[src/rtl/riscv_pkg.sv]
// Shared types and constants for the RV32I load/store writeback stage.
package riscv_pkg;

  localparam int XLEN = 32;

  // Writeback source select coming from decode.
  typedef enum logic [1:0] {
    WB_ALU  = 2'b00,
    WB_LOAD = 2'b01,
    WB_PC4  = 2'b10,
    WB_RSVD = 2'b11
  } wb_sel_e;

  // Load funct3 encodings.
  localparam logic [2:0] F3_LB  = 3'b000;
  localparam logic [2:0] F3_LH  = 3'b001;
  localparam logic [2:0] F3_LW  = 3'b010;
  localparam logic [2:0] F3_LBU = 3'b100;
  localparam logic [2:0] F3_LHU = 3'b101;

  // Store funct3 encodings.
  localparam logic [2:0] F3_SB  = 3'b000;
  localparam logic [2:0] F3_SH  = 3'b001;
  localparam logic [2:0] F3_SW  = 3'b010;

  // Access size as decoded from funct3[1:0].
  localparam logic [1:0] SZ_BYTE = 2'd0;
  localparam logic [1:0] SZ_HALF = 2'd1;
  localparam logic [1:0] SZ_WORD = 2'd2;

  typedef enum logic {
    IDLE     = 1'b0,
    WAIT_RSP = 1'b1
  } lsu_state_e;

  // Byte/half/word from funct3; every encoding other than 00/01 in the low
  // bits (including the unused 011/110/111) behaves as a full word.
  function automatic logic [1:0] access_size(input logic [2:0] funct3);
    case (funct3[1:0])
      2'b00:   access_size = SZ_BYTE;
      2'b01:   access_size = SZ_HALF;
      default: access_size = SZ_WORD;
    endcase
  endfunction

endpackage

[src/rtl/lsu_align.sv]
// Combinational lane handling for the LSU: store byte-enables and data
// replication, load lane select with sign/zero extension, misalign detect.
module lsu_align
  import riscv_pkg::*;
#(
  parameter int XLEN = 32
) (
  input  logic [2:0]      funct3,
  input  logic [1:0]      addr_lo,
  input  logic [XLEN-1:0] store_data,
  input  logic [XLEN-1:0] rdata,
  output logic [3:0]      mask,
  output logic [XLEN-1:0] store_wdata,
  output logic [XLEN-1:0] load_data,
  output logic            misalign
);

  logic [1:0] size;
  logic       is_byte;
  logic       is_half;

  assign size    = access_size(funct3);
  assign is_byte = (size == SZ_BYTE);
  assign is_half = (size == SZ_HALF);

  // Halves must be 2-byte aligned, words 4-byte aligned; bytes never fault.
  assign misalign = is_half ? addr_lo[0] : (!is_byte && (addr_lo != 2'b00));

  // Per byte lane: enable and replicated store data.
  genvar gi;
  generate
    for (gi = 0; gi < 4; gi++) begin : g_lane
      localparam logic [1:0] LANE = 2'(gi);
      assign mask[gi] = is_byte ? (addr_lo == LANE)
                      : is_half ? (addr_lo[1] == LANE[1])
                      : 1'b1;
      assign store_wdata[8*gi +: 8] = is_byte ? store_data[7:0]
                                    : is_half ? store_data[8*(gi%2) +: 8]
                                    : store_data[8*gi +: 8];
    end
  endgenerate

  logic [7:0]  byte_sel;
  logic [15:0] half_sel;

  // Pick the addressed lane out of the read word and extend it.
  always_comb begin
    byte_sel = rdata[{addr_lo, 3'b000} +: 8];
    half_sel = addr_lo[1] ? rdata[31:16] : rdata[15:0];
    case (funct3)
      F3_LB:   load_data = {{24{byte_sel[7]}}, byte_sel};
      F3_LBU:  load_data = {24'd0, byte_sel};
      F3_LH:   load_data = {{16{half_sel[15]}}, half_sel};
      F3_LHU:  load_data = {16'd0, half_sel};
      default: load_data = rdata;
    endcase
  end

endmodule

[src/rtl/lsu_wb_stage.sv]
// Memory/writeback stage of the 3-stage RV32I pipeline. Holds one
// instruction, runs its data access over a req/rsp handshake with a timeout,
// and drives the register-file write port.
module lsu_wb_stage
  import riscv_pkg::*;
#(
  parameter int XLEN     = 32,
  parameter int MAX_WAIT = 16
) (
  input  logic            clk,
  input  logic            rst,
  input  logic            ex_valid,
  input  logic [XLEN-1:0] ex_alu_result,
  input  logic [XLEN-1:0] ex_rs2_data,
  input  logic [XLEN-1:0] ex_pc,
  input  logic [4:0]      ex_rd,
  input  logic            ex_rf_en,
  input  logic [1:0]      ex_wb_sel,
  input  logic            ex_mem_rd,
  input  logic            ex_mem_wr,
  input  logic [2:0]      ex_funct3,
  output logic            stall,
  output logic            dmem_req,
  output logic            dmem_we,
  output logic [XLEN-1:0] dmem_addr,
  output logic [XLEN-1:0] dmem_wdata,
  output logic [3:0]      dmem_mask,
  input  logic            dmem_rsp_valid,
  input  logic [XLEN-1:0] dmem_rdata,
  output logic            rf_en,
  output logic [4:0]      rd,
  output logic [XLEN-1:0] wdata,
  output logic            exc_misalign,
  output logic            exc_bus_err
);

  localparam int            CW       = $clog2(MAX_WAIT + 1);
  localparam logic [CW-1:0] CNT_LAST = CW'(MAX_WAIT - 1);

  // Stage register.
  logic            s_valid_reg;
  logic [XLEN-1:0] s_alu_reg;
  logic [XLEN-1:0] s_rs2_reg;
  logic [XLEN-1:0] s_pc_reg;
  logic [4:0]      s_rd_reg;
  logic            s_rf_en_reg;
  logic [1:0]      s_wb_sel_reg;
  logic            s_mem_rd_reg;
  logic            s_mem_wr_reg;
  logic [2:0]      s_funct3_reg;

  lsu_state_e      state_reg, state_next;
  logic [CW-1:0]   cnt_reg, cnt_next;

  logic [3:0]      al_mask;
  logic [XLEN-1:0] al_wdata;
  logic [XLEN-1:0] al_load;
  logic            al_misalign;
  logic            is_mem;
  logic            write_ok;

  lsu_align #(.XLEN(XLEN)) u_align (
    .funct3      (s_funct3_reg),
    .addr_lo     (s_alu_reg[1:0]),
    .store_data  (s_rs2_reg),
    .rdata       (dmem_rdata),
    .mask        (al_mask),
    .store_wdata (al_wdata),
    .load_data   (al_load),
    .misalign    (al_misalign)
  );

  assign is_mem = s_valid_reg && (s_mem_rd_reg || s_mem_wr_reg);

  // Handshake control: outputs are decoded from the registered state so an
  // instruction can retire in the same cycle it sits in the stage.
  always_comb begin
    state_next   = state_reg;
    cnt_next     = cnt_reg;
    stall        = 1'b0;
    dmem_req     = 1'b0;
    write_ok     = 1'b0;
    exc_misalign = 1'b0;
    exc_bus_err  = 1'b0;
    case (state_reg)
      IDLE: begin
        cnt_next = '0;
        if (is_mem && !al_misalign) begin
          dmem_req   = 1'b1;
          stall      = 1'b1;
          state_next = WAIT_RSP;
        end else if (is_mem) begin
          exc_misalign = 1'b1;
        end else begin
          write_ok = s_valid_reg && s_rf_en_reg;
        end
      end
      WAIT_RSP: begin
        if (dmem_rsp_valid) begin
          write_ok   = s_mem_rd_reg && s_rf_en_reg;
          state_next = IDLE;
          cnt_next   = '0;
        end else if (cnt_reg == CNT_LAST) begin
          exc_bus_err = 1'b1;
          state_next  = IDLE;
          cnt_next    = '0;
        end else begin
          stall    = 1'b1;
          cnt_next = cnt_reg + CW'(1);
        end
      end
      default: begin
        state_next = IDLE;
        cnt_next   = '0;
      end
    endcase
  end

  assign rf_en      = write_ok && (s_rd_reg != 5'd0);
  assign rd         = s_rd_reg;
  assign dmem_we    = dmem_req && s_mem_wr_reg;
  assign dmem_addr  = dmem_req ? {s_alu_reg[XLEN-1:2], 2'b00} : '0;
  assign dmem_wdata = (dmem_req && s_mem_wr_reg) ? al_wdata : '0;
  assign dmem_mask  = dmem_req ? al_mask : 4'd0;

  // Writeback source mux.
  always_comb begin
    case (s_wb_sel_reg)
      WB_ALU:  wdata = s_alu_reg;
      WB_LOAD: wdata = al_load;
      WB_PC4:  wdata = s_pc_reg + XLEN'(4);
      default: wdata = '0;
    endcase
  end

  // FSM, wait counter and stage register; the stage only loads when not stalled.
  always_ff @(posedge clk) begin
    if (rst) begin
      state_reg    <= IDLE;
      cnt_reg      <= '0;
      s_valid_reg  <= 1'b0;
      s_alu_reg    <= '0;
      s_rs2_reg    <= '0;
      s_pc_reg     <= '0;
      s_rd_reg     <= '0;
      s_rf_en_reg  <= 1'b0;
      s_wb_sel_reg <= 2'b00;
      s_mem_rd_reg <= 1'b0;
      s_mem_wr_reg <= 1'b0;
      s_funct3_reg <= 3'b000;
    end else begin
      state_reg <= state_next;
      cnt_reg   <= cnt_next;
      if (!stall) begin
        s_valid_reg  <= ex_valid;
        s_alu_reg    <= ex_alu_result;
        s_rs2_reg    <= ex_rs2_data;
        s_pc_reg     <= ex_pc;
        s_rd_reg     <= ex_rd;
        s_rf_en_reg  <= ex_rf_en;
        s_wb_sel_reg <= ex_wb_sel;
        s_mem_rd_reg <= ex_mem_rd;
        s_mem_wr_reg <= ex_mem_wr;
        s_funct3_reg <= ex_funct3;
      end
    end
  end

endmodule
[config.mk]
export PLATFORM = sky130hd
export DESIGN_NAME = lsu_wb_stage
export DESIGN_NICKNAME = d
export VERILOG_FILES = /design/src/rtl/riscv_pkg.sv /design/src/rtl/lsu_align.sv /design/src/rtl/lsu_wb_stage.sv
export SDC_FILE = /design/constraint.sdc
export NUM_CORES = 1
export LEC_CHECK = 0
export CAP_MARGIN = 10
export CORE_MARGIN = 2
export CORE_UTILIZATION = 40
export CTS_CLUSTER_SIZE = 30
export DETAILED_ROUTE_END_ITERATION = 6
export PLACE_DENSITY = 0.83
export SLEW_MARGIN = 20
export SYNTH_ARGS = -nofsm -noshare
export SYNTH_HDL_FRONTEND = slang
export SYNTH_SLANG_ARGS = --single-unit
[constraint.sdc]
create_clock -name clk -period 2.1 [get_ports clk]
set_clock_uncertainty 0.2 [all_clocks]
set_input_delay 0.21 -clock clk [delete_from_list [all_inputs] [get_ports clk]]
set_output_delay 0.21 -clock clk [all_outputs]
set_load 0.01 [all_outputs]
==> results of run 1 <==
[synth_stat cells, drive strengths merged (11+ instances only)]
| cell | instances |
|---|---|
| a21oi | 145 |
| mux2i | 25 |
| o21ai | 18 |
| clkbuf | 52 |
| nand2 | 263 |
| a221oi | 14 |
| o32ai | 11 |
| dfxtp | 116 |
| nor2 | 83 |
| buf | 26 |
| and2 | 33 |
| nand4 | 18 |
| inv | 16 |
| and3 | 15 |
| xor2 | 22 |
[metal layers]
| layer | overflow | track usage (%) |
|---|---|---|
| met5 | 0 | 11.9 |
| met4 | 4 | 65.9 |
| met2 | 4 | 90.7 |
| met1 | 0 | 69.9 |
| met3 | 0 | 47.6 |
[kinds of logic after synthesis]
kind of cell / synth area share [%]
other: 0.0565
DFF: 35.0
buffers and inverters: 6.78
xor gates and xnor gates: 3.83
adders and majority gates: 0.754
AOI/OAI and AO/OA: 20.2
muxes: 4.11
and+or+nand+nor: 29.3
[through the flow]
stage / utilization (%) / hold slack, ns / worst slack, ns / TNS, ns
3_5_place_dp: 61.5 / 0.249 / -0.770 / -77.25
3_3_place_gp: 61.5 / 0.241 / -0.755 / -74.95
2_1_floorplan: - / 0.146 / 0.00867 / 0
4_1_cts: 82.6 / 0.0355 / -0.494 / -80.14
[timing repair]
item	in CTS
gates resized for setup	856
gates cloned	41
pin swaps	193
buffers inserted	55
setup endpoints to repair	214
==> impl_metrics.yaml, run 1 <==
run_status:
  outcome: "aborted with a tool error"
  stop_stage: "5_1_grt"
  tool.error: "[ERROR GRT-0232] Routing congestion too high. Check the congestion heatmap in the GUI."
yosys:
  ys.flop_type: "dfxtp_1"
  avgSynthCellArea_um2: 7.04
  synth_area_leader_cell: "dfxtp_1"
  syn_inst: 943
  ys_ff_latch: 116
  ys_top_cells_by_area: "dfxtp_1 (35%), nand2_1 (15%), a21oi_1 (11%), nor2_1 (4.6%), mux2i_1 (3.8%)"
  ys_async_sr_fraction_pct: 0
  synth_edf_count: 0
  synth_top_area_share_pct: 35.0
  ys_seq_area_share_pct: 35.0
  ys_warn_count: 0
  synth_cell_types: 50
  synthesis.area_um2: 6640
grt:
  grt_max_degree: 41
  grt_overflow: 8
  grt_use_total_pct: 68.8
clock_tree:
  htreeDepth: 4
  cts.path.max_buffers: 2
  cts_hold_buf: 0
  numCtsBuffers: 17
  cts.sink_count: 116
  ctsRootBufferMaster: "clkbuf_16"
placement:
  placed_area_um2: 10100
  gp_congestion: 0.952
  placed_cells: 1464
  dp_hpwl_mm: 20.4
  io_buffers: 253
floorplanning:
  die_h_um: 133
  die_x_um: 133
  initial_core_util_pct: 40.5
  num_rows: 47
  io-pin-count: 256
timing:
  postGrtWorstEndpoint: "wdata[27]"
  worst-ep-kind: "primary output"
==> run 2: changes to the inputs <==
- CTS_CLUSTER_SIZE: 30 -> not set
- PLACE_DENSITY: 0.83 -> not set
- PLACE_DENSITY_LB_ADDON: not set -> 0.15
- clock period: 2.1 -> 2.7 ns (I/O delays scaled with it)
==> run 2 against run 1 <==
The flow now finishes, with violations (negative setup slack). Synthesized cell count stayed put. Area after synthesis stayed put.
==> impl_metrics.yaml, run 2 <==
power_and_ir_drop:
  power_density_nw_per_um2: 530
  ir_worst_vdd_uv: 467
  p_int_mw: 3.89
  seq_power_share_pct: 34.9
  p_comb_share_pct: 24.0
  leakage_nw: 4.60
  switchingPower_mw: 1.73
  p_clk_share_pct: 41.1
  swShare_pct: 30.8
floorplanning:
  die_area_um2: 17600
  io-pin-count: 256
  num_rows: 47
  initial_core_util_pct: 40.5
  core_area_um2: 16400
  die_x_um: 133
  die_h_um: 133
setup_path:
  crit_type: "flip-flop to output port"
  cp_common_cell: "buf_12"
  crit_buf_inv: 4
  crit_path_start: "s_alu_reg[1]"
  critPathSlowestCell: "dfxtp_4"
  cp_slowest_stage_delay_ns: 0.38
  rr_startpoint: "s_alu_reg[1]"
  startpoint_type: "flip-flop"
  cp_max_fo: 4
  reg2reg_depth: 11
  worst-r2r-setup-slack_ns: 0.23
  cp_num_cells: 9
  end_kind: "output port"
  crit_family: "buffers and inverters"
  worstPathArrival_ns: 2.27
  worst_r2r_endpoint: "s_pc_reg[0]"
  crit_chain: "mux2_4 > mux2i_4 > o31ai_2 > buf_4 > buf_12 > buf_12 > a221oi_2 > o32ai_1 > buf_2"
  required_ns: 2.23
yosys:
  avgSynthCellArea_um2: 7.04
  synth_top_area_share_pct: 35.0
  synth.most_common_cell: "nand2_1"
  syn_inst: 943
  synth_edf_count: 0
  ys_top_cells_by_area: "dfxtp_1 (35%), nand2_1 (15%), a21oi_1 (11%), nor2_1 (4.6%), mux2i_1 (3.8%)"
  ys_async_sr_fraction_pct: 0
  synth_cell_types: 50
  ys.flop_type: "dfxtp_1"
  synth_area_leader_cell: "dfxtp_1"
  ys_seq_area_share_pct: 35.0
  ys_warn_count: 0
  ys_ff_latch: 116
  synthesis.area_um2: 6640
  yosys-top-cells-count: "nand2_1 (263), a21oi_1 (145), dfxtp_1 (116)"
final_layout:
  final_cell_mix: "nand2_1 (262), clkdlybuf4s50_1 (153), a21oi_1 (143), dfxtp_1 (108), nor2_1 (75)"
  final_layout_size_suffix_gt1_share_pct: 21.1
  final_common_cell: "nand2_1"
  area_growth_pct: 59.5
  nNetsFinal: 1385
  design_area_um2: 10600
route:
  routed_via_density: 5.26
  drcViolationCount: 0
  ant_nets: 0
  wl_per_cell_um: 18.0
  vias: 7744
  drt-initial-drc-count: 542
  drtPass1Iterations: 6
  finalWirelength_mm: 26.5
grt:
  grt_max_degree: 82
  grt_overflow: 0
  grt_pass1_vias: 7230
  grt_pass1_wl_mm: 40.0
  grt_use_total_pct: 29.0
  antenna_found_initial: 3
placement:
  gp_congestion: 0.920
  placed_area_um2: 9750
  io_buffers: 253
  dp_hpwl_mm: 19.1
timing:
  slew_violations: 0
  whs_ns: 0.133
  grt_setup_unrepaired: "yes"
  setup_viol: 6
  min_period_ns: 2.74
  timing.final.crit_share_pct: 101
  report.final.hold_viol_count: 0
  fmax_mhz: 365
  tightestPinTransition_ns: 0.591
  max_slew_margin_pct: 60.6
  fin_ws_ns: -0.0381
clock_tree:
  clk_pin_slew_ns: 0.06
  ctsRootBufferMaster: "clkbuf_16"
  htreeDepth: 4
  clock_latency_ns: 0.42
  cts.path.max_buffers: 2
  numCtsBuffers: 17
  cts.sink_count: 116
  cts_hold_buf: 0
  cts_tree: "yes"
run_status:
  outcome: "complete, but fails checks"
  violations: "negative setup slack"
worst_hold_path:
  worstHoldStart: "rst"
  hold_path_class: "input port to flip-flop"
  hold_depth: 2
  hold_end: "state_reg"
flow_run:
  maxCapViolCount: 0
-- run 2: cell counts after synthesis --
No cell type changed its count.
-- run 2: routing by layer --
metal	GRT usage [%]	wire length [µm]	vias to the layer above
li1	-	-	3789
met1	39.5	11600	3576
met2	44.4	12000	343
met3	7.24	2270	36
met4	10.8	625	0
met5	0	0	-
-- run 2: how the worst max path moves through the flow --
stage / endpoint / slack (ns)
2_1_floorplan: wdata[16] / 0.52
3_3_place_gp: wdata[12] / -0.28
3_5_place_dp: wdata[10] / -0.30
4_1_cts: wdata[11] / -0.06
5_1_grt: wdata[10] / -0.11
6_report: wdata[11] / -0.04
-- run 2: area by class of cell --
type | count | area (µm²)
diodes | 2 | 5.00
clock buffers | 17 | 425
clock inverters | 15 | 169
fillers | 1501 | 5820
inverters | 16 | 65.1
multi-input cells | 734 | 4150
flip-flops and latches | 116 | 2340
well taps | 220 | 275
repair buffers | 351 | 3150
-- run 2: cells by family (layout without fill, tap and decap cells) --
group                      after synthesis  count (layout)  synth area share [%]
AOI/OAI and AO/OA                      228             228                  20.2
buffers and inverters                   94             399                  6.78
and+or+nand+nor                        444             444                  29.3
xor gates and xnor gates                29              29                  3.83
DFF                                    116             116                  35.0
muxes                                   27              27                  4.11
adders and majority gates                4               4                 0.754
other                                    1               4                0.0565
-- run 2: repair_timing --
action	in CTS	in global routing
hold endpoints to repair	0	0
pin swaps	12	6
gates resized for setup	306	79
cloned	2	2
endpoints found under the setup margin	100	64
setup buffers	10	6
-- run 2: power by group through the flow --
stage          logic, mW  registers, mW  clock network, mW
6_report            1.35           1.96               2.31
5_1_grt             1.45           1.97               2.41
4_1_cts             1.31           1.95               2.33
3_5_place_dp        1.28           1.99                  0
3_3_place_gp        1.27           1.98                  0
2_1_floorplan      0.620           1.95                  0
-- run 2: stage by stage --
stage	std cells	total power [mW]	util (%)	setup TNS, ns	setup slack (ns)
CTS	1461	5.60	64.5	-0.263	-0.0630
global placement	1417	3.25	59.4	-3.88	-0.277
floorplan	944	2.57	-	0	0.524
finish	1471	5.61	64.5	-0.134	-0.0381
global route	1471	5.83	64.5	-1.16	-0.112
detailed placement	1417	3.26	59.4	-4.98	-0.304
(Power assumes the default switching activity.)
==> run 3: changes to the inputs <==
- CORE_ASPECT_RATIO: not set -> 0.6
==> run 3 against run 2 <==
The run still ends with negative setup slack left. Non-clock buffer count rose by 2. Core utilization rose by 0.54 points. Design area fell by 0.34%. Sequential share of layout area rose by 0.16 points. Worst hold slack improved by 0.051 ns. Largest cell class unchanged. Worst setup slack improved by 0.0083 ns. Sequential cell count did not move. Highest routed layer is now met5. Global-route usage rose by 3.2 points. Via count rose by 3.5%.
==> impl_metrics.yaml, run 3 (synthesis results as in run 2) <==
run_status:
  outcome: "complete, but fails checks"
  violations: "negative setup slack"
setup_path:
  worstPathArrival_ns: 2.26
  cp_common_cell: "buf_6"
  critPathSlowestCell: "dfxtp_2"
  crit_family: "buffers and inverters"
  crit_type: "flip-flop to output port"
  crit_chain: "nand3_4 > buf_4 > nor4_4 > buf_6 > buf_6 > buf_6 > nand4_1 > xor2_2 > o22ai_1 > buf_2"
  crit_buf_inv: 5
  cp_slowest_stage_delay_ns: 0.37
  required_ns: 2.23
  cp_max_fo: 3
  end_kind: "output port"
  startpoint_type: "flip-flop"
power_and_ir_drop:
  leakage_nw: 4.61
  power_density_nw_per_um2: 534
  p_total_mw: 5.64
  ir_worst_vdd_uv: 378
timing:
  grt_setup_unrepaired: "yes"
  report.final.hold_viol_count: 0
  fin_ws_ns: -0.0298
  slew_violations: 0
  timing.final.crit_share_pct: 101
  min_period_ns: 2.73
  max_slew_margin_pct: 53.0
  whs_ns: 0.184
  setup_viol: 3
  fmax_mhz: 366
  tightestPinTransition_ns: 0.705
grt:
  grt_max_degree: 112
  grt_overflow: 0
  grt_pass1_vias: 7276
  grt_pass1_wl_mm: 43.5
  antenna_found_initial: 1
  grt_use_total_pct: 32.3
clock_tree:
  numCtsBuffers: 17
  cts_tree: "yes"
  cts_hold_buf: 0
  ctsRootBufferMaster: "clkbuf_16"
  htreeDepth: 4
  cts.path.max_buffers: 2
  cts.sink_count: 116
  clk_pin_slew_ns: 0.06
  clock_latency_ns: 0.42
final_layout:
  area_growth_pct: 58.9
  n_antenna_cell: 0
  final_common_cell: "nand2_1"
  nNetsFinal: 1387
  final_cell_mix: "nand2_1 (262), clkdlybuf4s50_1 (154), a21oi_1 (142), dfxtp_1 (101)"
  final_layout_size_suffix_gt1_share_pct: 22.2
  nFillCells: 1493
floorplanning:
  die_h_um: 104
  initial_core_util_pct: 40.9
  num_rows: 36
  die_x_um: 170
  core_area_um2: 16200
  io-pin-count: 256
  die_area_um2: 17700
route:
  vias: 8017
  finalWirelength_mm: 29.4
  drt-initial-drc-count: 890
  ant_nets: 0
  wl_per_cell_um: 20.2
  routed_via_density: 5.49
  drcViolationCount: 0
  drtPass1Iterations: 5
placement:
  io_buffers: 253
  gp_congestion: 0.987
  dp_hpwl_mm: 21.3
flow_run:
  maxCapViolCount: 0
worst_hold_path:
  hold_path_class: "input port to flip-flop"
-- run 3: what timing repair did --
action / CTS / global route
cloned: 2 / 2
gates resized for setup: 315 / 104
setup endpoints to repair: 99 / 97
buffers inserted: 9 / 5
pin swaps: 12 / 12
-- run 3: report_power, final --
| part | switching (mW) | total (mW) | leakage [nW] | internal, mW |
|---|---|---|---|---|
| clock network | 0.937 | 2.32 | 0.292 | 1.38 |
| logic | 0.703 | 1.34 | 3.34 | 0.640 |
| registers | 0.136 | 1.97 | 0.969 | 1.84 |
-- run 3: worst reg2reg max path: cells and delay by family (launching register included) --
family          cells  cell delay [ns]
compound gates      2             0.29
buf+inv             5             0.78
flops               1             0.37
simple gates        3             0.66
-- run 3: per-stage QoR --
step / area [µm²] / util, % / std cells / setup TNS [ns] / worst slack (ns)
floorplan: 6640 / - / 944 / 0 / 0.524
global route: 10600 / 65.1 / 1460 / -0.822 / -0.174
CTS: 10500 / 64.9 / 1453 / -0.0356 / -0.0106
finish: 10600 / 65.1 / 1460 / -0.0444 / -0.0298
global placement: 9720 / 59.9 / 1410 / -6.48 / -0.360
detailed placement: 9720 / 59.9 / 1410 / -6.89 / -0.368
-- run 3: layout make-up --
cell class                      instances  area [µm²]  share of cell area [%]
Multi-Input combinational cell        734        4180                    39.6
Sequential cell                       116        2350                    22.3
Clock inverter                         15         168                    1.59
Clock buffer                           17         425                    4.03
Inverter                               16        65.1                   0.617
Tap cell                              209         262                    2.48
Timing Repair Buffer                  353        3100                    29.4
-- run 3: worst paths after layout --
check             startpoint               to  slack, ns  depth (start not counted)
min reg2reg    s_rs2_reg[18]    s_rs2_reg[18]       0.26                          2
max             s_pc_reg[14]        wdata[29]      -0.03                         10
max reg2reg  s_funct3_reg[1]  s_funct3_reg[1]       0.25                         10
min                      rst     s_pc_reg[14]       0.18                          2
-- run 3: metal layers --
layer,GRT usage [%],share of wire [%],up-vias
li1,-,-,3800
met4,7.20,1.6,2
met1,48.7,47,3748
met2,44.6,41,430
met5,0,0.037,-
met3,9.32,11,37
==> run 4: changes to the inputs <==
- CELL_PAD_IN_SITES_DETAIL_PLACEMENT: not set -> 1
- CELL_PAD_IN_SITES_GLOBAL_PLACEMENT: not set -> 1
- CORE_UTILIZATION: 40 -> 31
==> run 4 against run 3 <==
The flow still finishes with violations (negative setup slack). Count of clock-buffer cells in the layout up 3. Power up 5.2%. Sequential cell count unchanged. Maximum frequency down 4.4%. Sequential power about the same. Final cell count up 6.7%. Critical path depth down 1. Register-to-register slack better by 0.12 ns. First-iteration DRC count down 32%.
==> impl_metrics.yaml, run 4 (synthesis results as in run 2) <==
floorplanning:
  die_area_um2: 22600
  io-pin-count: 256
  num_rows: 41
  die_h_um: 117
  initial_core_util_pct: 31.6
  core_area_um2: 21000
  die_x_um: 193
route:
  finalWirelength_mm: 35.8
  routed_via_density: 5.36
  drt-initial-drc-count: 607
  ant_nets: 0
  drcViolationCount: 0
  wl_per_cell_um: 23.0
  vias: 8351
  drtPass1Iterations: 5
placement:
  dp_hpwl_mm: 25.3
  gp_congestion: 0.938
  io_buffers: 253
  pre_cts_slack_ns: -0.412
  placed_cells: 1483
clock_tree:
  ctsRootBufferMaster: "clkbuf_16"
  htreeDepth: 4
  cts.path.max_buffers: 2
  cts_tree: "yes"
  cts.sink_count: 116
  cts_hold_buf: 0
  clk_pin_slew_ns: 0.06
  numCtsBuffers: 17
  clock_latency_ns: 0.43
final_layout:
  final_common_cell: "nand2_1"
  multiInputGateArea_um2: 4490
  regArea_um2: 2350
  nFillCells: 2572
  nNetsFinal: 1412
  final_layout_size_suffix_gt1_share_pct: 27.9
  area_growth_pct: 70.3
  final_cell_mix: "nand2_1 (261), clkdlybuf4s50_1 (151), a21oi_1 (134), dfxtp_1 (104), buf_4 (85)"
  stdcell_count: 1558
timing:
  setup_viol: 23
  timing.final.crit_share_pct: 106
  slew_violations: 0
  grt_setup_unrepaired: "yes"
  min_period_ns: 2.86
  max_slew_margin_pct: 45.1
  report.final.hold_viol_count: 0
  fmax_mhz: 350
  fin_ws_ns: -0.157
  tightestPinTransition_ns: 0.823
  fin_tns_setup_ns: -1.77
worst_hold_path:
  hold_depth: 3
  worstHoldStart: "ex_rs2_data[21]"
  hold_path_class: "input port to flip-flop"
  hold_end: "s_rs2_reg[21]"
setup_path:
  cp_slowest_stage_delay_ns: 0.39
  worst-r2r-setup-slack_ns: 0.37
  worst_r2r_endpoint: "s_alu_reg[6]"
  crit_path_start: "s_alu_reg[1]"
  cp_max_fo: 4
  critPathSlowestCell: "dfxtp_4"
  worstPathArrival_ns: 2.39
  startpoint_type: "flip-flop"
  required_ns: 2.23
  crit_family: "buffers and inverters"
  cp_common_cell: "buf_6"
  end_kind: "output port"
  reg2reg_depth: 10
  crit_buf_inv: 4
  crit_chain: "mux2_4 > mux2i_4 > o31ai_4 > buf_6 > buf_6 > buf_6 > a221oi_4 > o32ai_2 > buf_2"
  crit_type: "flip-flop to output port"
  rr_startpoint: "s_alu_reg[1]"
power_and_ir_drop:
  power_density_nw_per_um2: 524
  leakage_nw: 4.86
  ir_worst_vdd_uv: 462
grt:
  antenna_found_initial: 3
  grt.busiest_layer: "met1"
  grt_overflow: 0
  met3_usage_pct: 10.7
  met1_usage_pct: 43.6
  grt_use_total_pct: 30.7
  grtUsageMet2_pct: 43.0
  grt_pass1_wl_mm: 51.3
  grt_pass1_vias: 8374
  grt_max_degree: 69
flow_run:
  maxCapViolCount: 0
run_status:
  outcome: "complete, but fails checks"
  violations: "negative setup slack"
## run 4: cell count changes in the layout (fill, tap and decap cells not counted), sizes merged, moves of 3 or more
cell           change
dlygate4sd2        -6
dlymetal6s2s       +3
diode              +3
buf               +50
clkdlybuf4s50      -3
clkbuf            -16
inv                -8
## run 4: per-layer routing
metal | vias to the layer above | share of wire, %
li1 | 3842 | -
met1 | 4080 | 46
met2 | 365 | 41
met3 | 62 | 9.9
met4 | 2 | 2.5
met5 | - | 0.036
## run 4: power by group
part	switching (mW)	internal (mW)	leakage [nW]
Clock	0.884	1.52	0.298
Combinational	0.815	0.732	3.59
Sequential	0.139	1.84	0.969
Total	1.84	4.09	4.86
## run 4: worst max-delay path by stage
stage / cells past startpoint / slack (ns) / to
floorplan: 6 / 0.52 / wdata[16]
global placement: 8 / -0.42 / wdata[14]
detailed placement: 8 / -0.41 / wdata[14]
global route: 9 / -0.22 / wdata[10]
finish: 9 / -0.16 / wdata[10]
CTS: 9 / -0.12 / wdata[12]
## run 4: area by class of cell
cell class	count	share of cell area, %
Multi-Input combinational cell	734	39.7
Timing Repair Buffer	378	30.3
Sequential cell	116	20.8
Clock buffer	20	4.13
Tap cell	279	3.09
Clock inverter	12	1.36
Inverter	16	0.542
Antenna cell	3	0.0664
## run 4: timing repair
action                     in CTS  in global routing
gates resized for setup       411                112
hold endpoints to repair        0                  0
pin swaps                      25                 29
setup endpoints to repair     101                 90
buffers inserted               26                 15
gates cloned                    2                  2
## run 4: worst reg2reg max path, cell delays in order (launching register included)
cell and delay (ns):
dfxtp_4 0.37, buf_6 0.15, and2_4 0.16, nor4b_4 0.28, buf_6 0.17, buf_8 0.14
nor2_4 0.05, buf_4 0.20, buf_4 0.23, nand2_1 0.15, a21oi_1 0.08
## run 4: through the flow
stage	power (mW)	area, µm²	hold slack [ns]	utilization, %
after global routing	6.15	11300	0.186	53.7
after CTS	5.84	11000	0.163	52.2
after global placement	3.32	9890	0.235	47.0
after floorplan	2.57	6640	0.206	-
after detailed placement	3.34	9890	0.244	47.0
final	5.93	11300	0.178	53.8
